## src/rtl/stepper_move_ctrl.sv

```systemverilog
// stepper_move_ctrl: single-axis stepper move controller.
// Takes a go/done request from the move sequencer and steps a 4-wire coil
// pattern forward or backward, in full or half steps, with a trapezoidal
// speed ramp. Limit switches end the move early.
module stepper_move_ctrl #(
  parameter int STEP_W       = 12,
  parameter int DIV_W        = 24,
  parameter int PERIOD       = 50000,
  parameter int START_PERIOD = 200000,
  parameter int RAMP_STEP    = 1000
) (
  input  logic              clk,
  input  logic              reset,
  input  logic              go,
  input  logic              dir,
  input  logic              half_step,
  input  logic [STEP_W-1:0] steps,
  input  logic [3:0]        old_state,
  input  logic              boundary_fwd,
  input  logic              boundary_bwd,
  output logic [3:0]        state,
  output logic              busy,
  output logic              done,
  output logic              hit_boundary,
  output logic [STEP_W-1:0] steps_done
);

  typedef enum logic [1:0] {IDLE, RUN, DONE} fsm_t;

  localparam logic [3:0] PHASES [8] = '{4'b1000, 4'b1100, 4'b0100, 4'b0110,
                                        4'b0010, 4'b0011, 4'b0001, 4'b1001};

  // Period arithmetic is one bit wider so ramp sums never wrap.
  localparam logic [DIV_W:0] PERIOD_X = (DIV_W+1)'(PERIOD);
  localparam logic [DIV_W:0] START_X  = (DIV_W+1)'(START_PERIOD);
  localparam logic [DIV_W:0] RAMP_X   = (DIV_W+1)'(RAMP_STEP);

  fsm_t              fsm;
  logic [2:0]        phase_idx;
  logic [STEP_W-1:0] steps_lat;
  logic [STEP_W-1:0] ramp_cnt;
  logic              dir_lat;
  logic              half_lat;
  logic [DIV_W-1:0]  period;
  logic [DIV_W-1:0]  counter;

  // Patterns outside the phase table resume from 1100.
  function automatic logic [2:0] pattern_to_idx(input logic [3:0] p);
    case (p)
      4'b1000: return 3'd0;
      4'b1100: return 3'd1;
      4'b0100: return 3'd2;
      4'b0110: return 3'd3;
      4'b0010: return 3'd4;
      4'b0011: return 3'd5;
      4'b0001: return 3'd6;
      4'b1001: return 3'd7;
      default: return 3'd1;
    endcase
  endfunction

  logic [2:0]        stride;
  logic [2:0]        next_idx;
  logic [2:0]        old_idx;
  logic [STEP_W-1:0] done_next;
  logic [STEP_W-1:0] rem;
  logic [DIV_W:0]    per_up;
  logic [DIV_W:0]    per_dn;
  logic              step_due;
  logic              run_bnd;
  logic              start_bnd;

  // Next phase, ramped period candidates and limit-switch selection for the current cycle.
  always_comb begin
    stride    = half_lat ? 3'd1 : 3'd2;
    next_idx  = dir_lat ? phase_idx + stride : phase_idx - stride;
    old_idx   = pattern_to_idx(old_state);
    done_next = steps_done + STEP_W'(1);
    rem       = steps_lat - done_next;
    per_up    = ({1'b0, period} + RAMP_X > START_X) ? START_X : {1'b0, period} + RAMP_X;
    per_dn    = ({1'b0, period} > PERIOD_X + RAMP_X) ? {1'b0, period} - RAMP_X : PERIOD_X;
    step_due  = (counter == period - DIV_W'(1));
    run_bnd   = dir_lat ? boundary_fwd : boundary_bwd;
    start_bnd = dir ? boundary_fwd : boundary_bwd;
  end

  // Move FSM with registered coil pattern, status flags and ramp counters.
  always_ff @(posedge clk) begin
    if (reset) begin
      fsm          <= IDLE;
      phase_idx    <= 3'd1;
      state        <= 4'b1100;
      busy         <= 1'b0;
      done         <= 1'b0;
      hit_boundary <= 1'b0;
      steps_done   <= '0;
      steps_lat    <= '0;
      ramp_cnt     <= '0;
      dir_lat      <= 1'b0;
      half_lat     <= 1'b0;
      period       <= '0;
      counter      <= '0;
    end else begin
      done <= (fsm == DONE);
      case (fsm)
        IDLE: begin
          phase_idx <= old_idx;
          state     <= PHASES[old_idx];
          if (go) begin
            steps_lat    <= steps;
            dir_lat      <= dir;
            half_lat     <= half_step;
            period       <= DIV_W'(START_PERIOD);
            counter      <= '0;
            ramp_cnt     <= '0;
            steps_done   <= '0;
            hit_boundary <= start_bnd;
            if (steps == '0 || start_bnd) begin
              fsm  <= DONE;
              busy <= 1'b0;
            end else begin
              fsm  <= RUN;
              busy <= 1'b1;
            end
          end
        end
        RUN: begin
          if (!go) begin
            fsm  <= IDLE;
            busy <= 1'b0;
          end else if (run_bnd) begin
            fsm          <= DONE;
            busy         <= 1'b0;
            hit_boundary <= 1'b1;
          end else if (step_due) begin
            phase_idx  <= next_idx;
            state      <= PHASES[next_idx];
            steps_done <= done_next;
            counter    <= '0;
            if (rem <= ramp_cnt) begin
              period <= per_up[DIV_W-1:0];
              if (ramp_cnt != '0) ramp_cnt <= ramp_cnt - STEP_W'(1);
            end else if ({1'b0, period} > PERIOD_X) begin
              period   <= per_dn[DIV_W-1:0];
              ramp_cnt <= ramp_cnt + STEP_W'(1);
            end
            if (done_next == steps_lat) begin
              fsm  <= DONE;
              busy <= 1'b0;
            end
          end else begin
            counter <= counter + DIV_W'(1);
          end
        end
        DONE: begin
          if (!go) fsm <= IDLE;
        end
        default: fsm <= IDLE;
      endcase
    end
  end

endmodule

```

## config.mk

```make
export PLATFORM = sky130hd
export DESIGN_NAME = stepper_move_ctrl
export DESIGN_NICKNAME = d
export VERILOG_FILES = /design/src/rtl/stepper_move_ctrl.sv
export SDC_FILE = /design/constraint.sdc
export NUM_CORES = 1
export LEC_CHECK = 0
export ABC_AREA = 1
export BUFFER_PORTS_ARGS = -buffer_cell sky130_fd_sc_hd__buf_2
export CORE_MARGIN = 10
export CORE_UTILIZATION = 53
export CTS_BUF_LIST = sky130_fd_sc_hd__clkbuf_8
export DETAILED_ROUTE_END_ITERATION = 10
export PLACE_DENSITY_LB_ADDON = 0.12
export SLEW_MARGIN = 20
export SYNTH_ARGS = -nofsm -noshare
export SYNTH_HDL_FRONTEND = slang
export SYNTH_SLANG_ARGS = --single-unit
```

## constraint.sdc

```tcl
create_clock -name clk -period 5.93 [get_ports clk]
set_clock_uncertainty 0.1 [all_clocks]
set_input_delay 1.186 -clock clk [delete_from_list [all_inputs] [get_ports clk]]
set_output_delay 1.186 -clock clk [all_outputs]
set_load 0.05 [all_outputs]
```

# Yosys cells after proc, flatten, opt, wreduce, memory -nomap -nowiden
# Memories as Yosys holds them, arrays and structs flattened.
# Index checks and enable logic that the tools add are counted.
# op_classes
add_sub_neg,10
n_mux,61
n_reduce_logical,14
bitwise_logic,2
eq_ne,14
n_lt_le_gt_ge,6
# op_table
cell,count
two-way mux 24 bit,12
two-way mux 12 bit,10
one-hot mux 24 bit (2 select lines),2
> comparator 24 x 16 -> 1 bit (second input constant),2
one-hot mux 12 bit (2 select lines),2
two-way mux 4 bit,7
adder 24 x 10 -> 25 bit (second input constant),1
> comparator 25 x 18 -> 1 bit (second input constant),1
adder 12 x 1 -> 12 bit (second input constant),2
adder 24 x 1 -> 24 bit (second input constant),1
== test 24 bit,1
subtractor 24 x 1 -> 24 bit (second input constant),1
subtractor 24 x 10 -> 24 bit (second input constant),1
AND reduction 4 bit,5
two-way mux 2 bit,8
== test 12 bit,1
less-or-equal comparator 12 bit,1
zero test 12 bit,1
two-way mux 3 bit,4
inequality test 2 bit (second input constant),6
nonzero test 12 bit,1
subtractor 12 x 1 -> 12 bit (second input constant),1
subtractor 12 bit,1
two-way mux 1 bit,11
19 further kinds,24
# word_totals
rom_bits,112
in_bits,23
memories,3
output_inout_bits,19
reg_bits,98
# mem_list
name,depth,width,rd,rd_ports_with_merged_regs,write_ports,line,source
(no name shown),16,3,1,0,0,49,case (p)
(no name shown),8,4,1,0,0,137,state <= PHASES[next_idx];
(no name shown),8,4,1,0,0,108,state <= PHASES[old_idx];

# Logic depth before layout (Yosys ltp)
# logic_depth
ltp_word,11
depth_mapped,37

# Least setup slack after synthesis
# OpenSTA, ideal clock, no wires.
# synth_timing
path_kind,flip-flop to flip-flop
start,reg steps_done[1]
end,reg ramp_cnt[9]
setup_time_ps,70
stages_incl_launch_ff,36
synth_period_minus_slack_ps,5700
t_arrival_ps,5530
path_slack_ps,230
path_cell_list,dfxtp_1 > ha_1 > nand2_1 > nor2_1 > inv_1 > o21ai_0 > nand2_1 > ha_1 > nand2_1 > inv_1 > nand3_1 > o21ai_0 > nand3_1 > nand2_1 > nand2_1 > a21oi_1 > xor2_1 > ha_1 > a21oi_1 > o21a_1 > nand3_1 > nand2_1 > clkbuf_1 > clkbuf_1 > ha_1 > a21oi_1 > nand2_1 > nand2_1 > nand4_1 > a21oi_1 > inv_1 > nand2_1 > nand2_1 > nor2_1 > nand4_1 > a21oi_1
# synth_via
elab_chain_cells,8
elab_cells_between_ends,11
cone_classes,add/sub: 2; order compare: 1; eq/ne: 2; mux: 5; reduce/logical: 1
# synth_rtl
item,line,source
"start, declared",25,output logic [STEP_W-1:0] steps_done
"start signal, assigned",138,steps_done <= done_next;
adder 12 x 1 -> 12 bit (*),78,done_next = steps_done + STEP_W'(1);
subtractor 12 bit (*),79,rem = steps_lat - done_next;
less-or-equal comparator 12 bit (*),140,if (rem <= ramp_cnt) begin
two-way mux 12 bit,140,
two-way mux 12 bit,135,end else if (step_due) begin
two-way mux 12 bit,131,end else if (run_bnd) begin
two-way mux 12 bit,128,if (!go) begin
one-hot mux 12 bit (2 select lines),105,case (fsm)
"end signal, assigned",142,if (ramp_cnt != '0) ramp_cnt <= ramp_cnt - STEP_W'(1);
"end signal, assigned",145,ramp_cnt <= ramp_cnt + STEP_W'(1);
"end, declared",41,logic [STEP_W-1:0] ramp_cnt;
# Mark *: on every way between the ends. The rest lies on a longest branch, timed or not. The select of a mux whose other input is x is not followed.
# A chain may end at the register's enable or synchronous reset.

# Worst setup path after layout
# layout_timing
start,reg steps_done[0]
end,reg ramp_cnt[8]
# Same word-level chain as after synthesis.

==> results.md <==
* Async SR Flop Fraction at 0%
* Yosys top cell area share at 23.3%
* GPL Wtd Cong at 0.967
* Crit start category: flop
* Power per cell area at approximately 340 nW/um^2
* Total die area at 20700 um^2
* Post-synth cell types at 47
* R2r endpoint: ramp_cnt[8]
* CP endpoint: ramp_cnt[8]
* Clock-pin slew on the worst setup and hold paths at 0.11 ns
* Mean Syn Cell Area at roughly 6.2 um^2
* Post-route DRC violation count at 0
* Die height at roughly 140 um
* Final setup viols at 0
* CTS tree: yes
* Syn nets at 1392
* WL/cell at 15.1 um
* Register area at between 1500 and 2000 um^2
* Setup TNS at 0 ns
* Synth Flop Type: dfxtp_1
* Initial DRT Pass Iterations at 6
* RSZ-0062 raised after global routing: no
* DR vias/cell at 5.50
* Root Driver: clkbuf_8
* Fin crit period at 5.21 ns
* Worst slack, placed at a little over 0.5 ns
* Crit path kind: flop to flop
* Clk Latency, worst-skew pair at 0.38 ns
* Fmax at 192 MHz
* Initial antenna violation count at 0
* Vias in the first global route at 7528
* Area contributors post-synth: dfxtp_1, nand2_1, nor2_1
* Die width at 144 um
* #FFs+latches synth at 95
* Io pins at 42
* Max stage delay cell, worst path: ha_1
* R2r worst-path depth at 31
* Layout net count at 1405
* Clock Path Buffers at 2
* Cell Area, Synth at 8150 um^2
* Hold Crit Class: flop to flop
* Area Growth Syn to Fin at 5.59%
* Crit path required time at roughly 6.1 ns
* FILL cells at 1562
* All-layer global routing usage at 22.3%
* CP most frequent cell: inv_1
* Layout cells sized above 1 at 7.46%
* RR Startpoint: steps_done[0]
* Via Count at 8412
* Core area at about 15000 um^2
* Result of the run: complete, no violations
* Endpoints failing hold at 0
* Max VDD drop at 137 uV
* Register area share after synthesis at 23.3%
* Port bufs at just over 40
* Final WS setup at between 0.7 and 0.8 ns
* Initial DRC Count at around 870
* Total CTS buffers at 9
* CP max FO at 14
* CTS Hold Bufs at 0
* First-pass GRT wire length at 37600 um
* Post-DRT Antenna Nets at 0
* Post-synth EDFFs at 0
* Arrival time worst endpoint at 5.36 ns
* Total Routed Length at roughly 23000 um
* Largest stage delay, worst path at 0.40 ns
* Reg2Reg Setup Slack at 0.72 ns
* Cells after Synth at 1323
* Slew headroom at 29.8%
* CP endpoint kind: flop
* CTS Sinks at 95
* Post-detail-place hpwl at approximately 18000 um
* Fin util at 56.8%
* N_diodes at 0
* Crit path from: steps_done[0]
* Worst slew pin tran at 1.05 ns
* Starting density of the core at 53.8%
* Area of the multi-input gates at 5460 um^2
* Max_cap viols at 0
* Crit share post-route at 87.9%
* Hold Crit Depth at 2
* Area leader, netlist: dfxtp_1
* Leak at 3.98 nW
* H-tree levels at 3
* Max Slew Vio Count at 0
* Yosys warning total at 0
* Row count at 45
* GRT overflow at 0
* Largest net degree at the start of global routing at 47
* Min-delay src: state[0]
## through the flow
stage,cell area [um^2],instances,total power [mW],hold WS (ns)
final,8610,1529,2.92,0.370
after global routing,8610,1529,3.19,0.406
after CTS,8590,1529,2.90,0.377
after detailed placement,8420,1513,2.49,0.359
after global placement,8420,1513,2.49,0.334
after floorplan,8150,1323,2.10,0.334
## logic make-up (layout without fill, tap and decap cells)
family	Yosys count	count (layout)	synth area share (%)
xor+xnor	79	79	8.49
fa+ha+maj	46	46	7.34
compound gates	173	173	11.5
flops	95	95	23.3
buf+inv	200	218	9.98
simple gates	730	730	39.3
## synth_stat cells (2+ instances only)
| library cell | count |
|---|---|
| nor3b_1 | 5 |
| a22oi_1 | 7 |
| a211oi_1 | 3 |
| dfxtp_1 | 95 |
| nand3b_1 | 8 |
| o21bai_1 | 3 |
| buf_6 | 4 |
| nand4_1 | 47 |
| a21boi_0 | 2 |
| o21ai_0 | 64 |
| and2_1 | 2 |
| nor2_4 | 5 |
| o21ai_1 | 2 |
| ha_1 | 43 |
| nand2_1 | 313 |
| nand3_1 | 95 |
| nor3_1 | 22 |
| and3_1 | 2 |
| o21a_1 | 3 |
| clkbuf_1 | 20 |
| xor2_1 | 54 |
| o31ai_1 | 3 |
| or2_2 | 8 |
| nor2_1 | 198 |
| nor2_2 | 8 |
| a31oi_1 | 5 |
| a21oi_1 | 75 |
| fa_1 | 3 |
| buf_4 | 2 |
| xnor2_1 | 25 |
| inv_2 | 4 |
| o211ai_1 | 2 |
| inv_1 | 148 |
| buf_2 | 19 |
| nand2_2 | 5 |
| nor4_1 | 8 |
## layout by cell type, fill, tap and decap left out, types with 2 or more instances in the layout
cell type     n
nand2_2       5
dfxtp_1      95
inv_1       150
a21oi_1      75
buf_2        41
nor3b_1       5
fa_1          3
nand3_1      94
a22oi_1       7
buf_4         8
nor3_1       22
o21bai_1      3
and3_1        2
nor4_1        8
or2_2         8
o31ai_1       3
nor2_2       10
nand2_1     313
ha_1         43
xnor2_1      25
clkinvlp_4    2
a31oi_1       5
xor2_1       54
inv_2         4
a21boi_0      2
nor2_4        5
o21ai_0      60
a211oi_1      3
clkinv_4      2
nor2_1      196
o21ai_1       6
o21a_1        3
nand3b_1      8
nand4_1      47
clkbuf_8      9
o211ai_1      2
## state kept, by name (all words and copies together), names as in the netlist
register / count
counter: 24
period: 21
steps_done: 12
ramp_cnt: 12
dir_lat: 1
hit_boundary: 1
state: 4
fsm: 2
done: 1
phase_idx: 3
steps_lat: 12
busy: 1
half_lat: 1
## per-layer routing
metal	GRT usage [%]	wire length (um)	share of wire (%)
met3	3.35	1460	6.3
met4	5.16	315	1.4
met1	31.8	11300	49
met5	0	0	0
met2	34.2	10000	43
## cell type report
class | instances | area share [%]
Multi-Input combinational cell | 1028 | 63.4
Sequential cell | 95 | 22.1
Inverter | 153 | 6.67
Timing Repair Buffer | 49 | 3.08
Tap cell | 188 | 2.73
Clock buffer | 9 | 1.44
Clock inverter | 7 | 0.596
## worst min-delay path by stage
stage | end | slack, ns
floorplan | steps_lat[0] | 0.33
CTS | state[0] | 0.38
detailed placement | phase_idx[0] | 0.36
finish | state[0] | 0.37
global placement | state[2] | 0.33
global route | state[0] | 0.41
## what timing repair did
item,4_1_cts,5_1_grt
setup buffers,0,0
resized for setup,0,8
endpoints found under the setup margin,0,32
## worst max-delay path: cells and delay by family, from the launching register on
kind	cells	cell delay (ns)
adder cells (fa/ha/maj)	3	1.08
XOR/XNOR	3	0.44
AO/OA/AOI/OAI	7	1.09
AND/OR/NAND/NOR	12	1.33
flip-flops	1	0.39
buffers and inverters	6	0.66
## report_power, final
group	switching [mW]	total (mW)	internal [mW]
Sequential	0.108	0.813	0.705
Combinational	1.14	1.70	0.554
Clock	0.253	0.407	0.154
Total	1.50	2.92	1.41
Note: power is estimated with default switching activity, not from simulation.
